<file path="src/rtl/vga_timing_gen_pkg.sv">
// Shared VGA timing constants and helpers for the raster generator and renderers.
package vga_timing_gen_pkg;

   typedef struct packed {
      int   h_active;
      int   h_fp;
      int   h_sync;
      int   h_bp;
      int   v_active;
      int   v_fp;
      int   v_sync;
      int   v_bp;
      logic hs_pol;
      logic vs_pol;
   } vga_mode_t;

   // 640x480@60, 25.175 MHz pixel clock, negative syncs
   localparam vga_mode_t VGA_640X480 = '{
      h_active: 640, h_fp: 16, h_sync: 96,  h_bp: 48,
      v_active: 480, v_fp: 10, v_sync: 2,   v_bp: 33,
      hs_pol:   1'b0, vs_pol: 1'b0
   };

   // 800x600@60, 40 MHz pixel clock, positive syncs
   localparam vga_mode_t SVGA_800X600 = '{
      h_active: 800, h_fp: 40, h_sync: 128, h_bp: 88,
      v_active: 600, v_fp: 1,  v_sync: 4,   v_bp: 23,
      hs_pol:   1'b1, vs_pol: 1'b1
   };

   function automatic int axis_total(input int active, input int fp,
                                     input int sync, input int bp);
      return active + fp + sync + bp;
   endfunction

   function automatic bit axis_legal(input int active, input int fp,
                                     input int sync, input int bp);
      return (active >= 1) && (fp >= 1) && (sync >= 1) && (bp >= 1);
   endfunction

endpackage

</file>
<file path="src/rtl/vga_axis_counter.sv">
// One raster axis: wrapping position counter with registered sync and active
// flags decoded from the next count, so flags always match Count.
module vga_axis_counter
   import vga_timing_gen_pkg::*;
#(
   parameter int   ACTIVE = 640,
   parameter int   FP     = 16,
   parameter int   SYNC   = 96,
   parameter int   BP     = 48,
   parameter logic POL    = 1'b0,
   parameter int   W      = $clog2(ACTIVE + FP + SYNC + BP)
) (
   input  logic         Clk,
   input  logic         Reset,
   input  logic         Advance,
   output logic [W-1:0] Count,
   output logic         Sync,
   output logic         InActive,
   output logic         Wrap
);

   localparam int            TOTAL      = axis_total(ACTIVE, FP, SYNC, BP);
   localparam logic [W-1:0]  LAST       = W'(TOTAL - 1);
   localparam logic [W-1:0]  SYNC_FIRST = W'(ACTIVE + FP);
   localparam logic [W-1:0]  SYNC_LAST  = W'(ACTIVE + FP + SYNC - 1);
   localparam logic [W-1:0]  ACT_END    = W'(ACTIVE);

   logic [W-1:0] count_q, count_d;
   logic         sync_q, sync_d;
   logic         act_q, act_d;

   always_comb begin
      Wrap    = Advance && (count_q == LAST);
      count_d = count_q;
      if (Wrap) begin
         count_d = '0;
      end else if (Advance) begin
         count_d = count_q + 1'b1;
      end
      sync_d = ((count_d >= SYNC_FIRST) && (count_d <= SYNC_LAST)) ? POL : ~POL;
      act_d  = (count_d < ACT_END);
   end

   always_ff @(posedge Clk or posedge Reset) begin
      if (Reset) begin
         count_q <= '0;
         sync_q  <= ~POL;
         act_q   <= 1'b1;
      end else begin
         count_q <= count_d;
         sync_q  <= sync_d;
         act_q   <= act_d;
      end
   end

   assign Count    = count_q;
   assign Sync     = sync_q;
   assign InActive = act_q;

endmodule

</file>
<file path="src/rtl/vga_timing_gen.sv">
// VGA raster timing generator: pixel-clock divider feeding X/Y axis counters,
// with sync, active-video and line/frame markers aligned to CounterX/CounterY.
module vga_timing_gen
   import vga_timing_gen_pkg::*;
#(
   parameter int   H_ACTIVE = VGA_640X480.h_active,
   parameter int   H_FP     = VGA_640X480.h_fp,
   parameter int   H_SYNC   = VGA_640X480.h_sync,
   parameter int   H_BP     = VGA_640X480.h_bp,
   parameter int   V_ACTIVE = VGA_640X480.v_active,
   parameter int   V_FP     = VGA_640X480.v_fp,
   parameter int   V_SYNC   = VGA_640X480.v_sync,
   parameter int   V_BP     = VGA_640X480.v_bp,
   parameter logic HS_POL   = VGA_640X480.hs_pol,
   parameter logic VS_POL   = VGA_640X480.vs_pol,
   parameter int   CLK_DIV  = 1,
   localparam int  XW       = $clog2(H_ACTIVE + H_FP + H_SYNC + H_BP),
   localparam int  YW       = $clog2(V_ACTIVE + V_FP + V_SYNC + V_BP)
) (
   input  logic          Clk,
   input  logic          Reset,
   output logic [XW-1:0] CounterX,
   output logic [YW-1:0] CounterY,
   output logic          Hsync,
   output logic          Vsync,
   output logic          Active,
   output logic          PixelTick,
   output logic          LineStart,
   output logic          FrameStart
);

   if (!(axis_legal(H_ACTIVE, H_FP, H_SYNC, H_BP) &&
         axis_legal(V_ACTIVE, V_FP, V_SYNC, V_BP) && (CLK_DIV >= 1))) begin : g_bad_params
      $error("vga_timing_gen: illegal timing parameters");
   end

   localparam int            DW       = (CLK_DIV > 1) ? $clog2(CLK_DIV) : 1;
   localparam logic [DW-1:0] DIV_LAST = DW'(CLK_DIV - 1);

   logic [DW-1:0] div_q, div_d;
   logic          tick_q, tick_d;
   logic          line_q, line_d;
   logic          frame_q, frame_d;
   logic          advance;
   logic          x_wrap, y_wrap;
   logic          x_act, y_act;

   // Markers use the wrap strobes: when the divider returns to 0 the X counter
   // has just advanced, so next-X==0 is exactly an X wrap this edge.
   always_comb begin
      advance = (div_q == DIV_LAST);
      div_d   = advance ? '0 : div_q + 1'b1;
      tick_d  = advance;
      line_d  = x_wrap;
      frame_d = x_wrap && y_wrap;
   end

   always_ff @(posedge Clk or posedge Reset) begin
      if (Reset) begin
         div_q   <= '0;
         tick_q  <= 1'b1;
         line_q  <= 1'b1;
         frame_q <= 1'b1;
      end else begin
         div_q   <= div_d;
         tick_q  <= tick_d;
         line_q  <= line_d;
         frame_q <= frame_d;
      end
   end

   vga_axis_counter #(
      .ACTIVE (H_ACTIVE),
      .FP     (H_FP),
      .SYNC   (H_SYNC),
      .BP     (H_BP),
      .POL    (HS_POL),
      .W      (XW)
   ) u_x (
      .Clk      (Clk),
      .Reset    (Reset),
      .Advance  (advance),
      .Count    (CounterX),
      .Sync     (Hsync),
      .InActive (x_act),
      .Wrap     (x_wrap)
   );

   vga_axis_counter #(
      .ACTIVE (V_ACTIVE),
      .FP     (V_FP),
      .SYNC   (V_SYNC),
      .BP     (V_BP),
      .POL    (VS_POL),
      .W      (YW)
   ) u_y (
      .Clk      (Clk),
      .Reset    (Reset),
      .Advance  (x_wrap),
      .Count    (CounterY),
      .Sync     (Vsync),
      .InActive (y_act),
      .Wrap     (y_wrap)
   );

   assign Active     = x_act && y_act;
   assign PixelTick  = tick_q;
   assign LineStart  = line_q;
   assign FrameStart = frame_q;

endmodule

</file>
<file path="config.mk">
export PLATFORM = sky130hd
export DESIGN_NAME = vga_timing_gen
export DESIGN_NICKNAME = d
export VERILOG_FILES = /design/src/rtl/vga_timing_gen_pkg.sv /design/src/rtl/vga_axis_counter.sv /design/src/rtl/vga_timing_gen.sv
export SDC_FILE = /design/constraint.sdc
export NUM_CORES = 1
export LEC_CHECK = 0
export ABC_AREA = 1
export CORE_AREA = 2 2 75 77
export CTS_BUF_LIST = sky130_fd_sc_hd__clkbuf_8
export DETAILED_ROUTE_END_ITERATION = 7
export DIE_AREA = 0 0 77 79
export GPL_ROUTABILITY_DRIVEN = 0
export PLACE_DENSITY_LB_ADDON = 0.3
export SLEW_MARGIN = 10
export SYNTH_ARGS = -nofsm -noshare
export SYNTH_HDL_FRONTEND = slang
export SYNTH_HIERARCHICAL = 1
export SYNTH_SLANG_ARGS = --single-unit
</file>
<file path="constraint.sdc">
create_clock -name Clk -period 2.6 [get_ports Clk]
set_input_delay 0.52 -clock Clk [delete_from_list [all_inputs] [get_ports Clk]]
set_output_delay 0.52 -clock Clk [all_outputs]
set_load 0.01 [all_outputs]
</file>
==> results of run 1 <==
## how the worst max path moves through the flow
stage | endpoint | slack, ps | cells after the start
floorplan | u_y/Sync | 700 | 14
finish | u_y/Sync | 490 | 14
global placement | u_y/Sync | 560 | 14
detailed placement | u_y/Sync | 470 | 14
CTS | u_y/Sync | 440 | 14
global route | u_y/InActive | 210 | 15
## synth_stat cells, types with 4 or more instances
cell type / number
nor2_4: 6
nand2_1: 60
nor3_1: 4
nor2_1: 21
nand3_1: 19
dfrtp_1: 20
nor2_2: 5
a21oi_1: 4
inv_1: 40
nand2_2: 5
dfstp_2: 6
nand4_1: 5
## layout make-up
cell class	count	area (sq um)
Fill cell	596	3360
Multi-Input combinational cell	151	748
Sequential cell	26	658
Timing Repair Buffer	26	260
Inverter	41	154
Tap cell	72	90.1
Clock buffer	3	41.3
Clock inverter	1	30.0
## critical path, cell delays in order, from the launching register on
cell and delay [ps]:
dfrtp_1 430, ha_1 220, nand2_1 120, nor2_4 140, nand2_1 60, inv_1 210, nand2_2 110, nor2_4 170
nand2_1 70, nand2_1 60, nand3_1 120, nor2_2 120, nand2_2 70, nor2_4 80, nand2_1 60
## registers in the layout, indices dropped and copies added, names as in the netlist
signal,flops
FrameStart,1
LineStart,1
u_x/Count,10
u_x/InActive,1
u_x/Sync,1
u_y/Count,10
u_y/InActive,1
u_y/Sync,1
## kinds of logic after synthesis
| family | Yosys count | share of synthesized area |
|---|---|---|
| adders and majority gates | 3 | 0.0244 |
| DFF | 26 | 0.427 |
| xor gates and xnor gates | 3 | 0.0170 |
| buffers and inverters | 42 | 0.105 |
| and+or+nand+nor | 128 | 0.394 |
| AOI/OAI and AO/OA | 9 | 0.0308 |
| other | 1 | 0.00243 |
## power breakdown
part,switching [mW],total [mW],internal (mW)
Combinational,0.322,0.567,0.245
Sequential,0.110,0.604,0.494
Clock,0.135,0.341,0.206
## per-layer routing
| layer | up-vias | share of wire | wire, microns | track usage |
|---|---|---|---|---|
| met3 | 4 | 0.031 | 103 | 0.0193 |
| met4 | 0 | 0.012 | 40 | 0.0375 |
| li1 | 706 | - | - | - |
| met2 | 19 | 0.47 | 1590 | 0.199 |
| met1 | 623 | 0.49 | 1630 | 0.163 |
| met5 | - | 0 | 0 | 0 |
==> impl_results.md, run 1 <==
- Layout Utilization: 0.371
- Die area: 6080 sq um
- Max cap viols: 0
- Status: completed
- Final period util: 0.811
- Cell taking the most area after synthesis: dfrtp_1
- Total core area: 5340 sq um
- Global route overflow: 0
- Worst hold margin: 600 ps
- Fmax: 474 MHz
- Final clock skew: 1.40 ps
- Slew margin rel.: 0.654
- Cell area after synthesis: 1540 sq um
- Max VDD drop: 457 uV
- ANT cells: 0
- Final setup margin: 492 ps
- CTS tree: yes
- P_leak: 1.03 nW
- CP required: 2810 ps
- Post-synth ARST share: 1.00
- # placed instances: 316
- Unrepaired setup endpoints after global routing: no
- Hold path start: u_y/Count[8]
- Hold path endpoint: u_y/Count[8]
- Reg2reg start: u_x/Count[0]
- Overall die height: 79 microns
- DR WL/cell: 10.5 microns
- Fin area: 1980 sq um
- Post-route ant nets: 0
- Min-Delay Path Class: reg -> reg
- Initial antenna violation count: 0
- Commonest non-fill, non-tap cell in the layout: nand2_1
- CTS H-tree depth: 1
- 1st-pass router iterations: 4
- Cell count after synthesis: 212
- YS warnings: 6
- #FFs+latches synth: 26
- FF-to-FF path depth: 14
- Vias in the first global route: 1,267
- Endpoints failing setup: 0
- Clock slew at reported path FFs: 90 ps
- Fin Setup TNS: 0 ps
- Top cells by area, synth: dfrtp_1 32%, nand2_1 15%, dfstp_2 10%
- Startpoint types: register
- Worst-path fanout max: 8
- Placed instance area: 1910 sq um
- Most frequent cells in the layout: 60 x nand2_1, 40 x inv_1, 26 x clkdlybuf4s50_1, 21 x nor2_1, 20 x dfrtp_1
- Fin crit period: 2110 ps
- Crit. End Element: register
- Cell area power density: 763 nW/um^2
- I/O Pins: 28
- Vias per cell: 4.23
- CTS Sinks: 26
- Initial drt markers: 59
- # rows: 27
- Final Non-Filler Cells: 320
- R2r endpoint: u_y/Sync
- Flop2flop setup slack: 490 ps
- Share of layout cells above drive strength 1: 0.121
- Post-synth EDFFs: 0
- First-pass GRT wire length: 5950 microns
- CTS buffer count: 3
- Final net count: 254
- Fin. max-slew vios: 0
- DRC errors left: 0
- Worst slew pin tran: 518 ps
- Pre-CTS setup slack: 466 ps
- Post-synth top area share: 0.325
- Total GRT Usage: 0.121
- Starting Density: 0.289
- PortBufs: 26
- Total Wirelength: 3360 microns
- Final Hold Viols: 0
- CTS root buf: clkbuf_8
- WP data arrival: 2320 ps
- Critical Setup Path Class: reg -> reg
- Ys flop type: dfrtp_1
- Worst Setup SP: u_x/Count[0]
- Max Root-Sink Buffers: 2
- Die Wd: 77 microns
- Pin count of the biggest net entering global routing: 16
- Dpl hpwl: 2630 microns
- Hold buffer count at CTS: 0
- Syn Area/Cell: 7.27 sq um
- Area delta synth->final: 28.6%
- Setup Buffers After CTS: 0
- Via count of the routed design: 1,352
- Hold Crit Depth: 3
- Yosys cell types: 23
- Total Power: 1.51 mW
- Post-CTS resize count: 0
- Worst-Skew Late Latency: 270 ps
- Sequential area share after synthesis: 0.427
No activity file was read; power rests on OpenSTA's default activity.
==> run 2: changes to the inputs <==
- clock period: 2.6 -> 1.73 ns (I/O delays scaled with it)
==> run 2 against run 1 <==
The flow now finishes with violations (setup timing); largest power group is now combinational logic; sequential share of layout area down 4.0 points; sequential power up 35%; via count up 8.8%; setup slack worse by 520 ps; maximum frequency up 20%.
==> impl_results.md, run 2 (synthesis results as in run 1) <==
- Status: finished, violations left
- Failing checks: setup timing
- Critical Setup Path Class: reg -> reg
- CP required: 1950 ps (-860 ps)
- Global route overflow: 0 (unchanged)
- Initial drt markers: 92 (+56%)
- Crit. End Element: register
- Post-route ant nets: 0 (unchanged)
- P_leak: 1.21 nW (+17%)
- Vias per cell: 4.21 (-0.24%)
- Startpoint types: register
- CTS root buf: clkbuf_8
- Commonest non-fill, non-tap cell in the layout: nand2_1
- Starting Density: 0.289 (unchanged)
- Area delta synth->final: 46.5%
- Worst-Skew Late Latency: 280 ps (about the same)
- DR WL/cell: 10.6 microns (+1.3%)
- CTS H-tree depth: 1 (unchanged)
- WP data arrival: 1980 ps (-340 ps)
- Final setup margin: -31.5 ps (-523 ps)
- Overall die height: 79 microns (unchanged)
- Max Root-Sink Buffers: 2 (unchanged)
- # placed instances: 333 (+5.4%)
- Most frequent cells in the layout: 58 x nand2_1, 35 x inv_1, 28 x buf_4, 21 x clkdlybuf4s50_1, 20 x nor2_1
- Total Wirelength: 3710 microns (+10%)
- Flop2flop setup slack: -30 ps (-520 ps)
- 1st-pass router iterations: 4 (unchanged)
- # rows: 27 (unchanged)
- Fin. max-slew vios: 0 (unchanged)
- Fmax: 568 MHz (+20%)
- Placed instance area: 2050 sq um (+7.2%)
- CTS Sinks: 26 (unchanged)
- Pin count of the biggest net entering global routing: 16 (unchanged)
- Fin Setup TNS: -53.5 ps (-53.5 ps)
- Unrepaired setup endpoints after global routing: yes
- ANT cells: 0 (unchanged)
- Pre-CTS setup slack: -53.4 ps (-519 ps)
- Clock slew at reported path FFs: 100 ps (about the same)
- Cell area power density: 1120 nW/um^2 (+47%)
- Max VDD drop: 615 uV (+35%)
- Vias in the first global route: 1,447 (+14%)
- Fin area: 2260 sq um (+14%)
- DRC errors left: 0 (unchanged)
- Die area: 6080 sq um (unchanged)
- Min-Delay Path Class: in -> async
- Final Hold Viols: 0 (unchanged)
- FF-to-FF path depth: 14 (unchanged)
- Final clock skew: 7.10 ps (+5.70 ps)
- PortBufs: 26 (unchanged)
- Initial antenna violation count: 0 (unchanged)
- First-pass GRT wire length: 6310 microns (+6.0%)
- Total core area: 5340 sq um (unchanged)
- I/O Pins: 28 (unchanged)
- Final period util: 1.02 (+0.207)
- Via count of the routed design: 1,471 (+8.8%)
- Endpoints failing setup: 2 (+2)
- Hold buffer count at CTS: 0 (unchanged)
- Fin crit period: 1760 ps (-347 ps)
- CTS tree: yes
- CTS buffer count: 3 (unchanged)
- Total GRT Usage: 0.128 (+0.00721)
- Max cap viols: 0 (unchanged)
- Worst hold margin: 442 ps (-158 ps)
- Share of layout cells above drive strength 1: 0.264 (+0.143)
- Die Wd: 77 microns (unchanged)
- Worst-path fanout max: 6 (-2)
- # fillers: 588 (-1.3%)
- Final net count: 283 (+11%)
- Dpl hpwl: 2870 microns (+9.2%)
- Final Non-Filler Cells: 349 (+9.1%)
-- run 2: worst max-delay path, cell delays in order, from the launching register on --
cell,delay (ps)
dfrtp_1,360
ha_2,180
nand2_2,70
nor2_4,120
nand2_2,70
inv_4,80
nand2_4,60
nor2_4,160
nand2_1,70
nand2_1,80
nand3_2,90
nor2_2,130
nand2_2,80
nor2_4,110
nand2_1,50
-- run 2: worst paths after layout --
kind | end | start
setup / recovery | u_y/Sync | u_x/Count[0]
hold / removal | FrameStart | Reset
setup reg to reg | u_y/Sync | u_x/Count[0]
hold reg to reg | u_y/Count[8] | u_y/Count[8]
max in group asynchronous | u_x/Sync | Reset
min in group Clk | u_y/Count[8] | u_y/Count[8]
-- run 2: layout make-up --
class | count | area [sq um] | area share
multi-input combinational | 151 | 788 | 0.349
clock buffer | 3 | 41.3 | 0.0183
tap | 72 | 90.1 | 0.0399
inverter | 41 | 159 | 0.0704
clock inverter | 1 | 30.0 | 0.0133
sequential | 26 | 659 | 0.292
timing repair buffer | 55 | 490 | 0.217
-- run 2: power breakdown --
part	total, mW	switching [mW]	internal, mW
clock	0.510	0.200	0.310
sequential	0.817	0.0738	0.744
combinational	1.20	0.642	0.559
total	2.53	0.915	1.61
-- run 2: layer usage --
layer	vias to the layer above	GRT usage	share of wire
met1	668	0.159	0.45
met2	27	0.221	0.50
met3	5	0.0307	0.049
met5	-	0	0
li1	771	-	-
met4	0	0.0375	0.0097
-- run 2: per-stage QoR --
step / total power [mW] / util
finish: 2.53 / 0.423
global route: 2.71 / 0.423
CTS: 2.54 / 0.402
detailed placement: 1.99 / 0.384
global placement: 1.99 / 0.384
floorplan: 1.41 / -
-- run 2: repair_timing --
item / 4_1_cts / 5_1_grt
resized for setup: 5 / 15
setup buffers: 3 / 9
pin swaps: 0 / 12
setup endpoints to repair: 3 / 15
==> run 3: changes to the inputs <==
- PLACE_DENSITY_LB_ADDON: 0.3 -> not set
==> run 3 against run 2 <==
The run still ends with setup timing left; cell count is 2.9% lower; first-iteration DRC count down 38%; utilization decreased by 1.6 points; critical path type unchanged; critical endpoint unchanged.
==> impl_results.md, run 3 (synthesis results as in run 1) <==
- Status: finished, violations left
- Failing checks: setup timing
- Final net count: 273 (-3.5%)
- # rows: 27 (unchanged)
- Clock slew at reported path FFs: 90 ps (about the same)
- Worst slew pin tran: 524 ps
- M1 wire length: 1610 microns (-2.8%)
- Die area: 6080 sq um (unchanged)
- Total Wirelength: 3440 microns (-7.3%)
- Total core area: 5340 sq um (unchanged)
- 1st-pass router iterations: 4 (unchanged)
- CTS H-tree depth: 1 (unchanged)
- I/O Pins: 28 (unchanged)
- Initial drt markers: 57 (-38%)
- WP data arrival: 1990 ps (about the same)
- Fin Setup TNS: -78.7 ps (-25.2 ps)
- Hold buffer count at CTS: 0 (unchanged)
- Unrepaired setup endpoints after global routing: yes
- Sw power: 0.879 mW (-4.0%)
- # fillers: 568 (-3.4%)
- Final Hold Viols: 0 (unchanged)
- Vias in the first global route: 1,338 (-7.5%)
- Overall die height: 79 microns (unchanged)
- Worst-path fanout max: 7 (+1)
- Die Wd: 77 microns (unchanged)
- Endpoints failing setup: 2 (unchanged)
- Global route overflow: 0 (unchanged)
- P_leak: 1.17 nW (-2.8%)
- ANT cells: 0 (unchanged)
- Max VDD drop: 629 uV (+2.3%)
- Area of the multi-input gates: 792 sq um (+0.48%)
- Combinational share of power: 0.467 (-0.008)
- Clock group share of total power: 0.204 (+0.002)
- CP Cell Sequence: inv_2 > nand4_1 > nor3_2 > nand2_1 > inv_2 > nand2_2 > nor2_4 > nand2_1 > nand2_1 > nand3_2 > nor2_2 > nand2_2 > nor2_4 > nand2_1
- Min-Delay Path Class: in -> async
- Final setup margin: -46.8 ps (-15.4 ps)
- Pin count of the biggest net entering global routing: 16 (unchanged)
- CTS Sinks: 26 (unchanged)
- Met3 WL: 106 microns (-41%)
- Fin crit period: 1780 ps (+15.4 ps)
- Cell area power density: 1140 nW/um^2 (+1.5%)
- CP dominant cell by count: nand2_1
- PortBufs: 26 (unchanged)
- Register area: 658 sq um (-0.19%)
- Critical Setup Path Class: reg -> reg
- Final period util: 1.03 (+0.00889)
- Worst hold margin: 439 ps (-2.37 ps)
- Sequential power share: 0.329 (+0.006)
- Total Power: 2.47 mW (-2.4%)
- Max cap viols: 0 (unchanged)
- Commonest non-fill, non-tap cell in the layout: nand2_1
- Total GRT Usage: 0.119 (-0.00886)
- Startpoint types: register
- Fmax: 563 MHz (-0.87%)
- Vias per cell: 4.18 (-0.83%)
- Most frequent cells in the layout: 58 x nand2_1, 38 x inv_1, 23 x clkdlybuf4s50_1, 20 x dfrtp_1, 20 x nor2_1
- Final clock skew: 1.93 ps (-5.17 ps)
- First-pass GRT wire length: 5800 microns (-8.0%)
- CTS tree: yes
- CP required: 1940 ps (about the same)
- Max Root-Sink Buffers: 2 (unchanged)
- Initial antenna violation count: 0 (unchanged)
- Share of layout cells above drive strength 1: 0.221 (-0.0426)
- Starting Density: 0.289 (unchanged)
- Slowest cell on crit path: dfrtp_1
- Slew margin rel.: 0.651
- Via count of the routed design: 1,417 (-3.7%)
- Crit. End Element: register
- Area delta synth->final: 40.9%
- DRC errors left: 0 (unchanged)
- Metal2 WL: 1700 microns (-7.8%)
- Worst-Skew Late Latency: 270 ps (about the same)
- CP bufs+invs: 2 (+1)
- DR WL/cell: 10.2 microns (-4.5%)
- Crit-path leading delay family: simple AND/OR/NAND/NOR gates
- Internal power: 1.59 mW (-1.4%)
- Switching Fraction: 0.356 (-0.00607)
- CP peak stage delay: 410 ps (+50 ps)
- CTS buffer count: 3 (unchanged)
- Post-route ant nets: 0 (unchanged)
- Fin. max-slew vios: 0 (unchanged)
- Dpl hpwl: 2720 microns (-5.3%)
- Top Metal Used: met4
- CTS root buf: clkbuf_8
-- run 3: cell types whose count changed in the layout (fill, tap and decap cells not counted), sizes merged --
cell           before  now
buf                29   19
clkdlybuf4s50      21   23
dlymetal6s2s        4    2
-- run 3: per-layer routing --
layer / up-vias / track usage
met5: - / 0
met2: 22 / 0.212
met3: 2 / 0.0170
met4: 0 / 0.0375
li1: 750 / -
met1: 643 / 0.149
-- run 3: power groups by stage --
stage	Combinational [mW]	Clock, mW	Sequential [mW]
finish	1.15	0.505	0.812
global route	1.26	0.559	0.824
CTS	1.14	0.529	0.814
detailed placement	1.12	0	0.822
global placement	1.12	0	0.818
floorplan	0.470	0	0.935
-- run 3: path summary, 6_finish.rpt --
check | end | cells past startpoint | slack [ps] | startpoint
max in group asynchronous | u_x/Sync | 2 | 900 | Reset
min | u_y/Count[1] | 2 | 440 | Reset
min reg2reg | u_y/Count[8] | 3 | 600 | u_y/Count[8]
min in group Clk | u_y/Count[8] | 3 | 600 | u_y/Count[8]
max | u_y/Sync | 14 | -50 | u_x/Count[7]
max reg2reg | u_y/Sync | 14 | -50 | u_x/Count[7]
-- run 3: worst reg2reg max path, stage by stage (launching register included) --
cell     delay, ps
dfrtp_1        410
inv_2           70
nand4_1        120
nor3_2         130
nand2_1         80
inv_2          110
nand2_2         90
nor2_4         160
nand2_1         70
nand2_1         70
nand3_2         90
nor2_2         110
nand2_2         70
nor2_4          80
nand2_1         60
-- run 3: final cells by class --
class / count / area share
Multi-Input combinational cell: 151 / 0.365
Sequential cell: 26 / 0.303
Timing Repair Buffer: 45 / 0.187
Inverter: 41 / 0.0709
Tap cell: 72 / 0.0415
Clock buffer: 3 / 0.0190
Clock inverter: 1 / 0.0138
-- run 3: per-stage QoR --
stage	std cells	worst slack [ps]	area, sq um	util
after floorplan	219	-83.6	1580	-
after global placement	332	-103	2040	0.382
after detailed placement	332	-111	2040	0.382
after CTS	337	-56.3	2130	0.399
after global routing	339	-219	2170	0.407
final	339	-46.8	2170	0.407
-- run 3: timing repair --
action	in CTS	in global routing
endpoints found under the setup margin	3	11
buffers inserted	1	2
gates resized for setup	5	7
hold endpoints to repair	0	0
pin swaps	0	0
